$ cat src/rtl/dmi_responder_if.sv
// DMI request/response channel between a DTM initiator (master) and a
// debug-module responder (slave).
interface dmi_responder_if;
  logic        debug_req_valid;
  logic        debug_req_ready;
  logic [6:0]  debug_req_bits_addr;
  logic [1:0]  debug_req_bits_op;
  logic [31:0] debug_req_bits_data;
  logic        debug_resp_valid;
  logic        debug_resp_ready;
  logic [1:0]  debug_resp_bits_resp;
  logic [31:0] debug_resp_bits_data;

  modport master (
    output debug_req_valid, debug_req_bits_addr, debug_req_bits_op,
           debug_req_bits_data, debug_resp_ready,
    input  debug_req_ready, debug_resp_valid, debug_resp_bits_resp,
           debug_resp_bits_data
  );

  modport slave (
    input  debug_req_valid, debug_req_bits_addr, debug_req_bits_op,
           debug_req_bits_data, debug_resp_ready,
    output debug_req_ready, debug_resp_valid, debug_resp_bits_resp,
           debug_resp_bits_data
  );
endinterface

$ cat src/rtl/dmi_responder.sv
// DMI target: one outstanding request serviced against a scratch register
// window and an exit register, answered after a fixed latency.
module dmi_responder #(
  parameter logic [6:0]  ADDR_BASE    = 7'h04,
  parameter int unsigned NUM_REGS     = 8,
  parameter logic [6:0]  EXIT_ADDR    = 7'h7F,
  parameter int unsigned RESP_LATENCY = 2
) (
  input  logic                  clk,
  input  logic                  reset,
  dmi_responder_if.slave        dmi,
  output logic [31:0]           exit
);

  localparam int unsigned IDX_W = (NUM_REGS > 1) ? $clog2(NUM_REGS) : 1;
  localparam int unsigned CNT_W = (RESP_LATENCY > 1) ? $clog2(RESP_LATENCY) : 1;
  localparam logic [CNT_W-1:0] CNT_LOAD = CNT_W'(RESP_LATENCY - 1);
  localparam logic [CNT_W-1:0] CNT_ONE  = CNT_W'(1);
  localparam logic [CNT_W-1:0] CNT_ZERO = CNT_W'(0);
  localparam logic [7:0] WIN_LO = {1'b0, ADDR_BASE};
  localparam logic [7:0] WIN_HI = WIN_LO + 8'(NUM_REGS);

  localparam logic [1:0] OP_NOP    = 2'd0;
  localparam logic [1:0] OP_READ   = 2'd1;
  localparam logic [1:0] OP_WRITE  = 2'd2;
  localparam logic [1:0] RESP_OK   = 2'd0;
  localparam logic [1:0] RESP_FAIL = 2'd2;

  typedef enum logic [1:0] {
    S_IDLE = 2'd0,
    S_WAIT = 2'd1,
    S_RESP = 2'd2
  } state_e;

  state_e           state_q, state_d;
  logic [CNT_W-1:0] cnt_q, cnt_d;
  logic [31:0]      regs_q [NUM_REGS];
  logic [31:0]      regs_d [NUM_REGS];
  logic [31:0]      exit_q, exit_d;
  logic             resp_valid_q, resp_valid_d;
  logic [1:0]       resp_code_q, resp_code_d;
  logic [31:0]      resp_data_q, resp_data_d;

  logic             accept_s;
  logic [7:0]       addr_ext_s;
  logic             in_window_s;
  logic             is_exit_s;
  logic [IDX_W-1:0] reg_idx_s;

  // Ready is decoded from the state; reset masks it so nothing is accepted while held.
  assign dmi.debug_req_ready      = (state_q == S_IDLE) && !reset;
  assign dmi.debug_resp_valid     = resp_valid_q;
  assign dmi.debug_resp_bits_resp = resp_code_q;
  assign dmi.debug_resp_bits_data = resp_data_q;
  assign exit                     = exit_q;

  assign accept_s    = dmi.debug_req_valid && dmi.debug_req_ready;
  assign addr_ext_s  = {1'b0, dmi.debug_req_bits_addr};
  assign in_window_s = (addr_ext_s >= WIN_LO) && (addr_ext_s < WIN_HI);
  assign is_exit_s   = (dmi.debug_req_bits_addr == EXIT_ADDR);
  assign reg_idx_s   = IDX_W'(addr_ext_s - WIN_LO);

  // State register and all datapath flops
  always_ff @(posedge clk) begin
    if (reset) begin
      state_q      <= S_IDLE;
      cnt_q        <= CNT_ZERO;
      regs_q       <= '{default: 32'h0000_0000};
      exit_q       <= 32'h0000_0000;
      resp_valid_q <= 1'b0;
      resp_code_q  <= RESP_OK;
      resp_data_q  <= 32'h0000_0000;
    end else begin
      state_q      <= state_d;
      cnt_q        <= cnt_d;
      regs_q       <= regs_d;
      exit_q       <= exit_d;
      resp_valid_q <= resp_valid_d;
      resp_code_q  <= resp_code_d;
      resp_data_q  <= resp_data_d;
    end
  end

  // Next-state and latency counter
  always_comb begin
    state_d = state_q;
    cnt_d   = cnt_q;
    case (state_q)
      S_IDLE: begin
        if (accept_s) begin
          if (RESP_LATENCY == 1) begin
            state_d = S_RESP;
            cnt_d   = CNT_ZERO;
          end else begin
            state_d = S_WAIT;
            cnt_d   = CNT_LOAD;
          end
        end else begin
          state_d = S_IDLE;
        end
      end
      S_WAIT: begin
        if (cnt_q <= CNT_ONE) begin
          state_d = S_RESP;
          cnt_d   = CNT_ZERO;
        end else begin
          cnt_d   = cnt_q - CNT_ONE;
        end
      end
      S_RESP: begin
        if (dmi.debug_resp_ready) begin
          state_d = S_IDLE;
        end else begin
          state_d = S_RESP;
        end
      end
      default: begin
        state_d = S_IDLE;
        cnt_d   = CNT_ZERO;
      end
    endcase
  end

  // Request decode at accept: response capture and register side effects
  always_comb begin
    regs_d       = regs_q;
    exit_d       = exit_q;
    resp_code_d  = resp_code_q;
    resp_data_d  = resp_data_q;
    resp_valid_d = (state_d == S_RESP);
    if (accept_s) begin
      resp_code_d = RESP_FAIL;
      resp_data_d = 32'h0000_0000;
      case (dmi.debug_req_bits_op)
        OP_NOP: begin
          resp_code_d = RESP_OK;
        end
        OP_READ: begin
          if (in_window_s) begin
            resp_code_d = RESP_OK;
            resp_data_d = regs_q[reg_idx_s];
          end else if (is_exit_s) begin
            resp_code_d = RESP_OK;
            resp_data_d = exit_q;
          end else begin
            resp_code_d = RESP_FAIL;
          end
        end
        OP_WRITE: begin
          if (in_window_s) begin
            regs_d[reg_idx_s] = dmi.debug_req_bits_data;
            resp_code_d       = RESP_OK;
            resp_data_d       = dmi.debug_req_bits_data;
          end else if (is_exit_s) begin
            exit_d      = dmi.debug_req_bits_data;
            resp_code_d = RESP_OK;
            resp_data_d = dmi.debug_req_bits_data;
          end else begin
            resp_code_d = RESP_FAIL;
          end
        end
        default: begin
          resp_code_d = RESP_FAIL;
        end
      endcase
    end else begin
      resp_code_d = resp_code_q;
    end
  end

endmodule
$ cat src/flat_wrapper.sv
// flat-port wrapper written by rule: the top's interface ports become plain ports
module dmi_responder_flat 
#(
  parameter logic [6:0]  ADDR_BASE    = 7'h04,
  parameter int unsigned NUM_REGS     = 8,
  parameter logic [6:0]  EXIT_ADDR    = 7'h7F,
  parameter int unsigned RESP_LATENCY = 2
)
  (clk, reset, exit, dmi_debug_req_valid, dmi_debug_req_bits_addr, dmi_debug_req_bits_op, dmi_debug_req_bits_data, dmi_debug_resp_ready, dmi_debug_req_ready, dmi_debug_resp_valid, dmi_debug_resp_bits_resp, dmi_debug_resp_bits_data);
  dmi_responder_if dmi_i ();
  input  logic clk;
  input  logic reset;
  output logic [31:0] exit;
  input wire logic [$bits(dmi_i.debug_req_valid)-1:0] dmi_debug_req_valid;
  input wire logic [$bits(dmi_i.debug_req_bits_addr)-1:0] dmi_debug_req_bits_addr;
  input wire logic [$bits(dmi_i.debug_req_bits_op)-1:0] dmi_debug_req_bits_op;
  input wire logic [$bits(dmi_i.debug_req_bits_data)-1:0] dmi_debug_req_bits_data;
  input wire logic [$bits(dmi_i.debug_resp_ready)-1:0] dmi_debug_resp_ready;
  output wire logic [$bits(dmi_i.debug_req_ready)-1:0] dmi_debug_req_ready;
  output wire logic [$bits(dmi_i.debug_resp_valid)-1:0] dmi_debug_resp_valid;
  output wire logic [$bits(dmi_i.debug_resp_bits_resp)-1:0] dmi_debug_resp_bits_resp;
  output wire logic [$bits(dmi_i.debug_resp_bits_data)-1:0] dmi_debug_resp_bits_data;
  assign dmi_i.debug_req_valid = dmi_debug_req_valid;
  assign dmi_i.debug_req_bits_addr = dmi_debug_req_bits_addr;
  assign dmi_i.debug_req_bits_op = dmi_debug_req_bits_op;
  assign dmi_i.debug_req_bits_data = dmi_debug_req_bits_data;
  assign dmi_i.debug_resp_ready = dmi_debug_resp_ready;
  assign dmi_debug_req_ready = dmi_i.debug_req_ready;
  assign dmi_debug_resp_valid = dmi_i.debug_resp_valid;
  assign dmi_debug_resp_bits_resp = dmi_i.debug_resp_bits_resp;
  assign dmi_debug_resp_bits_data = dmi_i.debug_resp_bits_data;
  dmi_responder #(.ADDR_BASE(ADDR_BASE), .NUM_REGS(NUM_REGS), .EXIT_ADDR(EXIT_ADDR), .RESP_LATENCY(RESP_LATENCY)) u_core (.clk(clk), .reset(reset), .dmi(dmi_i), .exit(exit));
endmodule
$ cat config.mk
export PLATFORM = sky130hd
export DESIGN_NAME = dmi_responder_flat
export DESIGN_NICKNAME = d
export VERILOG_FILES = /design/src/rtl/dmi_responder_if.sv /design/src/rtl/dmi_responder.sv /design/src/flat_wrapper.sv
export SDC_FILE = /design/constraint.sdc
export NUM_CORES = 1
export LEC_CHECK = 0
export BUFFER_PORTS_ARGS = -buffer_cell sky130_fd_sc_hd__buf_2
export CORE_MARGIN = 3
export CORE_UTILIZATION = 60
export CTS_CLUSTER_SIZE = 12
export DETAILED_ROUTE_END_ITERATION = 10
export GPL_ROUTABILITY_DRIVEN = 0
export GPL_TIMING_DRIVEN = 0
export PLACE_DENSITY = 0.8
export SLEW_MARGIN = 20
export SYNTH_ARGS = -nofsm -noshare
export SYNTH_HDL_FRONTEND = slang
export SYNTH_SLANG_ARGS = --single-unit
$ cat constraint.sdc
create_clock -name clk -period 2.8 [get_ports clk]
set_input_delay 0.28 -clock clk [delete_from_list [all_inputs] [get_ports clk]]
set_output_delay 0.28 -clock clk [all_outputs]
set_load 0.05 [all_outputs]
# After elaboration in Yosys (flattened, before gate mapping)
# Cells that the tools add are included.
[totals]
reg_bits = 326
in_bits = 45
output_inout_bits = 68
word_cells = 63
[classes]
addsub = 2
n_lt_le_gt_ge = 5
n_eq_ne = 7
n_mux = 21
bitwise = 3
reduce_logical = 11
[ops]
columns = ["operator", "count"]
rows = [
  ["$bwmux 256", 1],
  ["$mux 32", 7],
  ["$bmux 32 s3", 1],
  ["$demux 32 s3", 1],
  ["$pmux 32 s2", 1],
  ["$mux 2", 4],
  ["$eq 7x7->1 const B", 1],
  ["$ge 7x3->1 const B", 1],
  ["$lt 7x4->1 const B", 1],
  ["$eq 2x2->1 const B", 3],
  ["$pmux 2 s3", 1],
  ["$eq 2x1->1 const B", 2],
  ["$ge 4x4->1 const B", 1],
  ["$logic_and 1x1->1", 4],
  ["$logic_not 2->1", 2],
  ["$lt 4x1->1 const B", 1],
  ["$not 3->4", 1],
  ["$pmux 2 s2", 1],
  ["$reduce_and 4->1", 1],
  ["$mux 1", 3],
  ["$pmux 1 s3", 1],
  ["$reduce_and 3->1", 1],
  ["$sub 3x3->3 const B", 1],
  ["$ne 2x1->1 const B", 1],
  ["6 further kinds", 7],
]

# Logic depth before layout (Yosys ltp)
# Gate-level depths: netlist of run 1.
[depth]
depth_word = 7
depth_mapped = 11
depth_no_buf = 7

# Worst setup path after synthesis of run 1
# No wires, ideal clock.
[synth_path]
kind = "input to register"
start = "in reset"
end = "reg u_core.regs_q[161] (netlist bit)"
setup_ns = 0.132
arrival_time_ns = 2.222
t_required_ns = 2.668
setup_slack_ns = 0.446
path_stages = 10
n_path_buf = 5
path_cell_list = "buf_2 -> or4b_1 -> buf_2 -> or4_1 -> buf_2 -> or2_1 -> buf_2 -> buf_6 -> nand2_1 -> a21oi_1"
[synth_via]
elab_chain_len = 4
[synth_lines]
columns = ["element", "line_no", "rtl"]
rows = [
  ["start: declaration", "flat_wrapper.sv:12", "input logic reset;"],
  ["$logic_not 1->1", "dmi_responder.sv:51", "assign dmi.debug_req_ready = (state_q == S_IDLE) && !reset;"],
  ["$logic_and 1x1->1", "dmi_responder.sv:51", ""],
  ["$logic_and 1x1->1", "dmi_responder.sv:57", "assign accept_s = dmi.debug_req_valid && dmi.debug_req_ready;"],
  ["$reduce_and 3->1 (no source line)", "-", ""],
  ["end signal: assignment", "dmi_responder.sv:76", "regs_q <= regs_d;"],
  ["end: declaration", "dmi_responder.sv:37", "logic [31:0] regs_q [NUM_REGS];"],
]
# Parallel ways exist; a longest one is shown, timed or not.
# A chain may end at the register's enable or synchronous reset.

# Final worst setup path of run 1
[layout_path]
start = "reg u_core.state_q[1]"
end = "reg u_core.regs_q[47] (netlist bit)"
[layout_via]
elab_chain_len = 4
[layout_lines]
columns = ["element", "line_no", "rtl"]
rows = [
  ["start: declaration", "dmi_responder.sv:35", "state_e state_q, state_d;"],
  ["start signal: assignment", "dmi_responder.sv:74", "state_q <= state_d;"],
  ["$logic_not 2->1", "dmi_responder.sv:51", ""],
  ["$logic_and 1x1->1", "dmi_responder.sv:51", ""],
  ["$logic_and 1x1->1", "dmi_responder.sv:57", ""],
  ["$reduce_and 3->1 (no source line)", "-", ""],
]
# Every way passes these cells.

==> parameters.txt, run 1 <==
Parameter                              Value

Min path
  Endpoint of the worst hold-timing path    u_core.state_q[1]$_SDFF_PP0_
  Worst hold path type    primary input to flop
  Launch instance of the worst min-delay path    dmi_debug_resp_ready
  Worst hold path stage count    4

Setup path
  CP max-delay cell    sky130_fd_sc_hd__or4b_1
  Crit path launch type    flop
  Most numerous cell on the critical path    sky130_fd_sc_hd__buf_2
  Setup slack of the most critical reg-to-reg path    about 80 ps
  Maximum fanout encountered on the critical timing path    10
  Data required time at the worst endpoint    roughly 3200 ps
  FF-to-FF path depth    8
  Critical Path Sink Type    flop
  Cell breakdown of the critical path    or4b_1 -> buf_2 -> or4_1 -> buf_2 -> nor2_2 -> clkbuf_4 -> nand2_1 -> a21oi_1
  Launching element of the worst setup path    u_core.state_q[1]$_SDFF_PP0_
  Delay of the slowest critical-path stage    about 520 ps
  Worst setup path class    flop to flop
  Worst endpoint data arrival time    3160 ps
  Reg-to-reg startpoint    u_core.state_q[1]$_SDFF_PP0_
  Critical register-to-register path endpoint    u_core.regs_q[47]$_SDFFE_PP0P_

Clocking
  Reg clk slew, reported paths    roughly 60 ps
  Max Root-Sink Buffers    3
  Number of buffers inserted by hold repair at cts    0
  Clock sink count    ~320
  H-tree depth reported by CTS    2
  CTS root buf    sky130_fd_sc_hd__clkbuf_16
  TritonCTS clock tree    done
  Worst-Skew Late Latency    530 ps
  Number of clock buffers inserted by TritonCTS    34

Logic synthesis
  Fraction of registers with async set or reset after synthesis    0%
  Fraction of synthesized cell area taken by the top area cell type    a little under half
  Syn. warnings    0
  Ranking of synthesized cells by instance count    sky130_fd_sc_hd__nand2_1, sky130_fd_sc_hd__dfxtp_1, sky130_fd_sc_hd__a21oi_1
  Gate Count Post-Synth    1782
  Synth Cell Area    approximately 0.014 mm^2
  Count of flip-flops with a built-in enable after synthesis    0
  Share of synthesized area occupied by flip-flops and latches    45.9%
  Most frequent cell after synthesis    sky130_fd_sc_hd__nand2_1
  Synthesized area per cell    7.93 um^2
  Number of distinct library cells after synthesis    36
  Largest area contributor in the synthesized netlist    sky130_fd_sc_hd__dfxtp_1
  Post-synth net total    1830
  FF+latch count, synth    324
  Leading post-synthesis cells by cell area    sky130_fd_sc_hd__dfxtp_1, sky130_fd_sc_hd__nand2_1, sky130_fd_sc_hd__a21oi_1
  Most common flop cell mapped by yosys    sky130_fd_sc_hd__dfxtp_1

Timing
  Worst Tran Pin Value    ~940 ps
  Setup repair after global routing missed its margin    yes
  Share of the clock period used by the worst path    between 90% and 100%
  Final max-slew violation count    0
  Setup TNS    0 ps
  Count of final setup violators    0
  Time the final worst path needs with I/O delays and setup    2720 ps
  Relative slew slack    37.4%
  Achievable clock frequency    about 370 MHz
  Clock Skew    about 20 ps
  Final Hold Vio Count    0

Pwr
  Leakage power of the design    about 5.5 nW
  Pwr Total    between 9 and 10 mW
  Combinational cell fraction of total power    under 10%
  Switching fraction of total power    approximately a quarter
  Worst vdd ir    roughly 0.53 mV
  Power density relative to cell area    596 mW/mm^2
  Power dissipated by switching net loads    about 2.3 mW
  Clock network fraction of total power    about 45%
  Internal power consumption    between 7 and 8 mW
  Share of total power in sequential cells    between 40% and 50%

Placement
  Number of buffers added on ports    77
  HPWL reported at the end of detailed placement    ~32000 um

Global route
  Total routing resource utilization after global routing    between 30% and 40%
  Global-route wire length before repair    72200 um
  Overflow left after global routing    0
  Via count of the first global-routing pass    13100
  Number of antenna violations at the first check in global routing    0
  Largest net degree at the start of global routing    13

Detailed routing
  Iter 0 DRT Violations    1856
  Post-detailed-route count of antenna-violating nets    0
  Via count of the routed design    approximately 14000
  Total wirelength of the detailed-routed design    approximately 47000 um
  Count of TritonRoute iterations in the first routing pass    8
  Number of vias per cell after detailed routing    about 6.2
  Post-DR wirelength/cell    between 20 and 25 um
  DRC violation count after routing    0

Run
  Maximum Capacitance Violations    0

Final layout
  Final-stage net count    1944
  Diodes inserted    0
  Share of cells above drive strength 1    15.6%
  Area overhead of the layout relative to synthesis    12.9%

Floorplan
  Die width    ~160 um
  Die area    between 0.02 and 0.03 mm^2
  Vertical die dimension    ~160 um
  Count of pins on the block boundary    113
  Core box area    around 0.023 mm^2
  Total number of placement rows    55
  Starting density of the core    about three fifths

Run status
  Run status    finished clean
cells in the final DEF, fill, tap and decap left out, types with 2 or more instances in the layout:
cell type                   synthesis  routed
sky130_fd_sc_hd__nand2_1          615     615
sky130_fd_sc_hd__dfxtp_1          324     324
sky130_fd_sc_hd__a21oi_1          288     288
sky130_fd_sc_hd__clkbuf_1         138     147
sky130_fd_sc_hd__mux2_2           125     125
sky130_fd_sc_hd__buf_2             31     105
sky130_fd_sc_hd__o22ai_1           63      63
sky130_fd_sc_hd__clkbuf_16          0      34
sky130_fd_sc_hd__o211ai_1          33      33
sky130_fd_sc_hd__o21ai_0           32      32
sky130_fd_sc_hd__a22oi_1           32      32
sky130_fd_sc_hd__a221oi_1          32      32
sky130_fd_sc_hd__buf_6             12      12
sky130_fd_sc_hd__inv_1              6       6
sky130_fd_sc_hd__buf_1              6       6
sky130_fd_sc_hd__nor2_1             5       5
sky130_fd_sc_hd__clkbuf_8           0       5
sky130_fd_sc_hd__or2_1              4       4
sky130_fd_sc_hd__nor2_2             4       4
sky130_fd_sc_hd__mux2i_1            4       4
sky130_fd_sc_hd__nand2b_1           3       3
sky130_fd_sc_hd__clkbuf_4           0       3
sky130_fd_sc_hd__and2_0             3       3
sky130_fd_sc_hd__ha_1               3       3
sky130_fd_sc_hd__nor3_1             2       2
sky130_fd_sc_hd__nor2b_1            2       2
sky130_fd_sc_hd__and2_1             2       2
sky130_fd_sc_hd__or4_1              2       2
sky130_fd_sc_hd__buf_4              1       2
sky130_fd_sc_hd__inv_6              0       2
routing by layer:
metal  up-vias  wire length, um  track usage [%]
met5         -                0                0
met4         0             1990             14.9
met3       151             4970             6.48
met2       881            21200             56.0
met1      6576            18800             47.4
li1       6270                -                -
state kept, by name, summed over array words and instances (netlist names):
name                             count
u_core.dmi.debug_resp_bits_data     32
u_core.dmi.debug_resp_bits_resp      1
u_core.dmi.debug_resp_valid          1
u_core.exit                         32
u_core.regs_q                      256
u_core.state_q                       2
through the flow:
stage	std cells	instance area [um^2]	utilization (%)	setup WS (ps)	hold WS [ps]
3_5_place_dp	2172	14900	65.1	-187	441
4_1_cts	2225	15900	69.6	8.90	135
6_report	2226	16000	69.7	80.0	131
5_1_grt	2226	16000	69.7	3.87	163
3_3_place_gp	2172	14900	65.1	-90.1	434
2_1_floorplan	1782	14100	-	446	428
worst max-delay path: cells and delay by family, from the launching register on:
family	cells	cell delay, ps
buffers and inverters	3	740
DFF	1	330
and+or+nand+nor	4	1400
AOI/OAI and AO/OA	1	170
power groups by stage:
stage / registers, mW / clock network, mW / logic (mW)
5_1_grt: 4.62 / 4.45 / 0.600
3_3_place_gp: 4.72 / 0 / 0.544
3_5_place_dp: 4.72 / 0 / 0.552
4_1_cts: 4.62 / 4.29 / 0.554
2_1_floorplan: 4.73 / 0 / 0.330
6_report: 4.62 / 4.32 / 0.579
how the worst max path moves through the flow:
stage	to	slack, ps
global route	u_core.exit[30]$_SDFFE_PP0P_	4
floorplan	u_core.regs_q[161]$_SDFFE_PP0P_	450
finish	u_core.regs_q[47]$_SDFFE_PP0P_	80
CTS	u_core.exit[25]$_SDFFE_PP0P_	9
global placement	u_core.exit[13]$_SDFFE_PP0P_	-90
detailed placement	u_core.regs_q[19]$_SDFFE_PP0P_	-190
what timing repair did:
item,CTS,global route
setup buffers,0,1
setup endpoints to repair,28,79
endpoints found under the hold margin,0,0
pin swaps,0,1
cloned,0,0
resized for setup,2,4
final cells by class:
class	count	area, um^2
plain buffers	188	847
clock buffers	49	957
clock inverters	4	63.8
fillers	1840	6950
inverters	6	22.5
multi-input cells	1264	6810
flip-flops and latches	324	6490
well taps	313	392
repair buffers	78	393
kinds of logic after synthesis:
group	count (synthesis)	synth area share (%)
AND/OR/NAND/NOR	648	17.8
AO/OA/AOI/OAI	482	19.7
flip-flops	324	45.9
buffers and inverters	194	6.09
multiplexers	129	10.2
adder cells (fa/ha/maj)	3	0.265
other	1	0.0265
XOR/XNOR	1	0.0620
No activity file was read; power rests on OpenSTA's default activity.
==> run 2: changes to the inputs <==
Settings changed: CORE_ASPECT_RATIO from default to 0.5, SLEW_MARGIN 20 to 15.
==> parameters.txt, run 2 (synthesis results as in run 1) <==
Parameter                              Value

Run status
  Run status    finished clean (unchanged)

Clocking
  CTS root buf    sky130_fd_sc_hd__clkbuf_16 (unchanged)
  Number of setup buffers added after CTS    0 (unchanged)
  Number of gates resized after cts    0 (was 2)
  TritonCTS clock tree    done (unchanged)
  H-tree depth reported by CTS    1 (was 2)
  Reg clk slew, reported paths    60 ps (about the same)
  Clock sink count    324 (unchanged)
  Number of clock buffers inserted by TritonCTS    31 (was 34)
  Max Root-Sink Buffers    3 (unchanged)
  Worst-Skew Late Latency    570 ps (was 530 ps)
  Number of buffers inserted by hold repair at cts    0 (unchanged)

Timing
  Share of the clock period used by the worst path    93.9% (was 97.1%)
  Worst Tran Pin Value    948 ps (was 939 ps)
  Setup TNS    0 ps (unchanged)
  Time the final worst path needs with I/O delays and setup    2630 ps (was 2720 ps)
  Achievable clock frequency    380 MHz (was 368 MHz)
  Final Hold Vio Count    0 (unchanged)
  Relative slew slack    36.8% (was 37.4%)
  Worst hold margin    90.8 ps (was 131 ps)
  Final worst setup slack    171 ps (was 80.0 ps)
  Setup repair after global routing missed its margin    no (was yes)
  Final max-slew violation count    0 (unchanged)
  Clock Skew    9.99 ps (was 20.0 ps)
  Count of final setup violators    0 (unchanged)

Setup path
  Cell breakdown of the critical path    or4b_1 -> buf_2 -> or4_1 -> buf_2 -> nor2_2 -> buf_2 -> nand2_1 -> a21oi_1 (was or4b_1 -> buf_2 -> or4_1 -> buf_2 -> nor2_2 -> clkbuf_4 -> nand2_1 -> a21oi_1)
  Destination of the critical timing path    u_core.regs_q[172]$_SDFFE_PP0P_ (was u_core.regs_q[47]$_SDFFE_PP0P_)
  Worst endpoint data arrival time    3120 ps (was 3160 ps)
  Critical register-to-register path endpoint    u_core.regs_q[172]$_SDFFE_PP0P_ (was u_core.regs_q[47]$_SDFFE_PP0P_)
  Reg-to-reg startpoint    u_core.state_q[1]$_SDFF_PP0_ (unchanged)
  Setup slack of the most critical reg-to-reg path    170 ps (was 80 ps)
  Maximum fanout encountered on the critical timing path    10 (unchanged)
  Crit path launch type    flop (unchanged)
  Delay of the slowest critical-path stage    510 ps (was 520 ps)
  Most numerous cell on the critical path    sky130_fd_sc_hd__buf_2 (unchanged)
  CP max-delay cell    sky130_fd_sc_hd__or4b_1 (unchanged)
  Critical Path Sink Type    flop (unchanged)
  FF-to-FF path depth    8 (unchanged)
  Launching element of the worst setup path    u_core.state_q[1]$_SDFF_PP0_ (unchanged)
  Data required time at the worst endpoint    3290 ps (was 3240 ps)
  Worst setup path class    flop to flop (unchanged)

Detailed routing
  DRC violation count after routing    0 (unchanged)
  Iter 0 DRT Violations    1701 (was 1856)
  Post-detailed-route count of antenna-violating nets    0 (unchanged)
  Total wirelength of the detailed-routed design    46700 um (was 46900 um)
  Number of vias per cell after detailed routing    6.28 (was 6.23)
  Post-DR wirelength/cell    21.2 um (was 21.1 um)
  Count of TritonRoute iterations in the first routing pass    6 (was 8)
  Via count of the routed design    13800 (was 13900)

Final layout
  Register name with the most flops    u_core.regs_q (unchanged)
  Flip-flop count of the largest register, all copies and words added    256 (unchanged)
  Area overhead of the layout relative to synthesis    11.2% (was 12.9%)
  Final instance area    0.0157 mm^2 (was 0.0160 mm^2)
  Commonest non-fill, non-tap cells in the layout    sky130_fd_sc_hd__nand2_1, sky130_fd_sc_hd__dfxtp_1, sky130_fd_sc_hd__a21oi_1, sky130_fd_sc_hd__clkbuf_1, sky130_fd_sc_hd__mux2_2 (unchanged)
  Commonest non-fill, non-tap cell in the layout    sky130_fd_sc_hd__nand2_1 (unchanged)
  Share of cells above drive strength 1    15.1% (was 15.6%)
  Diodes inserted    0 (unchanged)
  Final-stage net count    1940 (was 1944)
  Final core area utilization    68.4% (was 69.7%)

Floorplan
  Die area    0.0256 mm^2 (was 0.0254 mm^2)
  Total number of placement rows    39 (was 55)
  Core box area    0.0230 mm^2 (was 0.0229 mm^2)
  Count of pins on the block boundary    113 (unchanged)
  Vertical die dimension    115 um (was 160 um)
  Die width    223 um (was 160 um)
  Starting density of the core    61.5% (was 61.7%)

Pwr
  Leakage power of the design    5.38 nW (was 5.49 nW)
  Power density relative to cell area    565 mW/mm^2 (was 596 mW/mm^2)
  Worst vdd ir    0.525 mV (was 0.532 mV)

Global route
  Via count of the first global-routing pass    12600 (was 13100)
  Largest net degree at the start of global routing    15 (was 13)
  Number of antenna violations at the first check in global routing    0 (unchanged)
  Overflow left after global routing    0 (unchanged)
  Global-route wire length before repair    71400 um (was 72200 um)
  Total routing resource utilization after global routing    35.5% (was 35.3%)

Run
  Maximum Capacitance Violations    0 (unchanged)

Min path
  Worst hold path type    primary input to flop (unchanged)

Placement
  Cell area after placement    0.0149 mm^2 (about the same)
  HPWL reported at the end of detailed placement    32100 um (was 31800 um)
  Number of buffers added on ports    77 (unchanged)
  Setup slack after placement    -50.3 ps (was -187 ps)
==> run 2: cell types whose count changed in the layout (fill, tap and decap cells not counted) <==
cell / delta
sky130_fd_sc_hd__clkbuf_1: -7
sky130_fd_sc_hd__clkbuf_8: -5
sky130_fd_sc_hd__buf_2: +3
sky130_fd_sc_hd__clkbuf_16: -3
sky130_fd_sc_hd__clkbuf_4: -3
sky130_fd_sc_hd__inv_6: -2
sky130_fd_sc_hd__buf_4: -1
sky130_fd_sc_hd__bufinv_16: -1
sky130_fd_sc_hd__clkinv_8: -1
sky130_fd_sc_hd__inv_8: +1
==> run 2: through the flow <==
stage | std cells | power (mW)
after CTS | 2201 | 8.83
after global routing | 2201 | 9.06
after floorplan | 1782 | 5.06
after global placement | 2166 | 5.27
final | 2201 | 8.89
after detailed placement | 2166 | 5.27
==> run 2: worst min-delay path by stage <==
| stage | cells past startpoint | startpoint | to |
|---|---|---|---|
| 2_1_floorplan | 2 | u_core.regs_q[128]$_SDFFE_PP0P_ | u_core.regs_q[128]$_SDFFE_PP0P_ |
| 3_3_place_gp | 2 | u_core.regs_q[75]$_SDFFE_PP0P_ | u_core.regs_q[75]$_SDFFE_PP0P_ |
| 3_5_place_dp | 2 | u_core.regs_q[138]$_SDFFE_PP0P_ | u_core.regs_q[138]$_SDFFE_PP0P_ |
| 4_1_cts | 4 | dmi_debug_resp_ready | u_core.state_q[1]$_SDFF_PP0_ |
| 5_1_grt | 4 | dmi_debug_resp_ready | u_core.state_q[1]$_SDFF_PP0_ |
| 6_report | 4 | dmi_debug_resp_ready | u_core.state_q[1]$_SDFF_PP0_ |
==> run 2: worst max-delay path, delay by kind of cell, from the launching register on <==
family | cells | cell delay, ps
compound gates | 1 | 180
simple gates | 4 | 1300
flops | 1 | 330
buf+inv | 3 | 730
==> run 2: power by group <==
| group | internal, mW | switching [mW] | total [mW] |
|---|---|---|---|
| Sequential | 4.61 | 0.00336 | 4.62 |
| Clock | 1.96 | 1.73 | 3.69 |
| Combinational | 0.132 | 0.452 | 0.584 |
| Total | 6.70 | 2.18 | 8.89 |
==> run 2: layout make-up <==
class                   instances  area (um^2)
repair buffers                 77          385
plain buffers                 188          840
clock inverters                 1         11.3
fillers                      1917         7260
well taps                     307          384
flip-flops and latches        324         6490
multi-input cells            1264         6810
clock buffers                  34          787
inverters                       6         22.5
==> run 2: layer usage <==
metal	vias up	GRT usage, %	part of all wire (%)
met3	149	8.27	12
met4	0	12.9	3.8
met2	914	53.6	43
met5	-	0	0
met1	6518	50.0	41
li1	6248	-	-
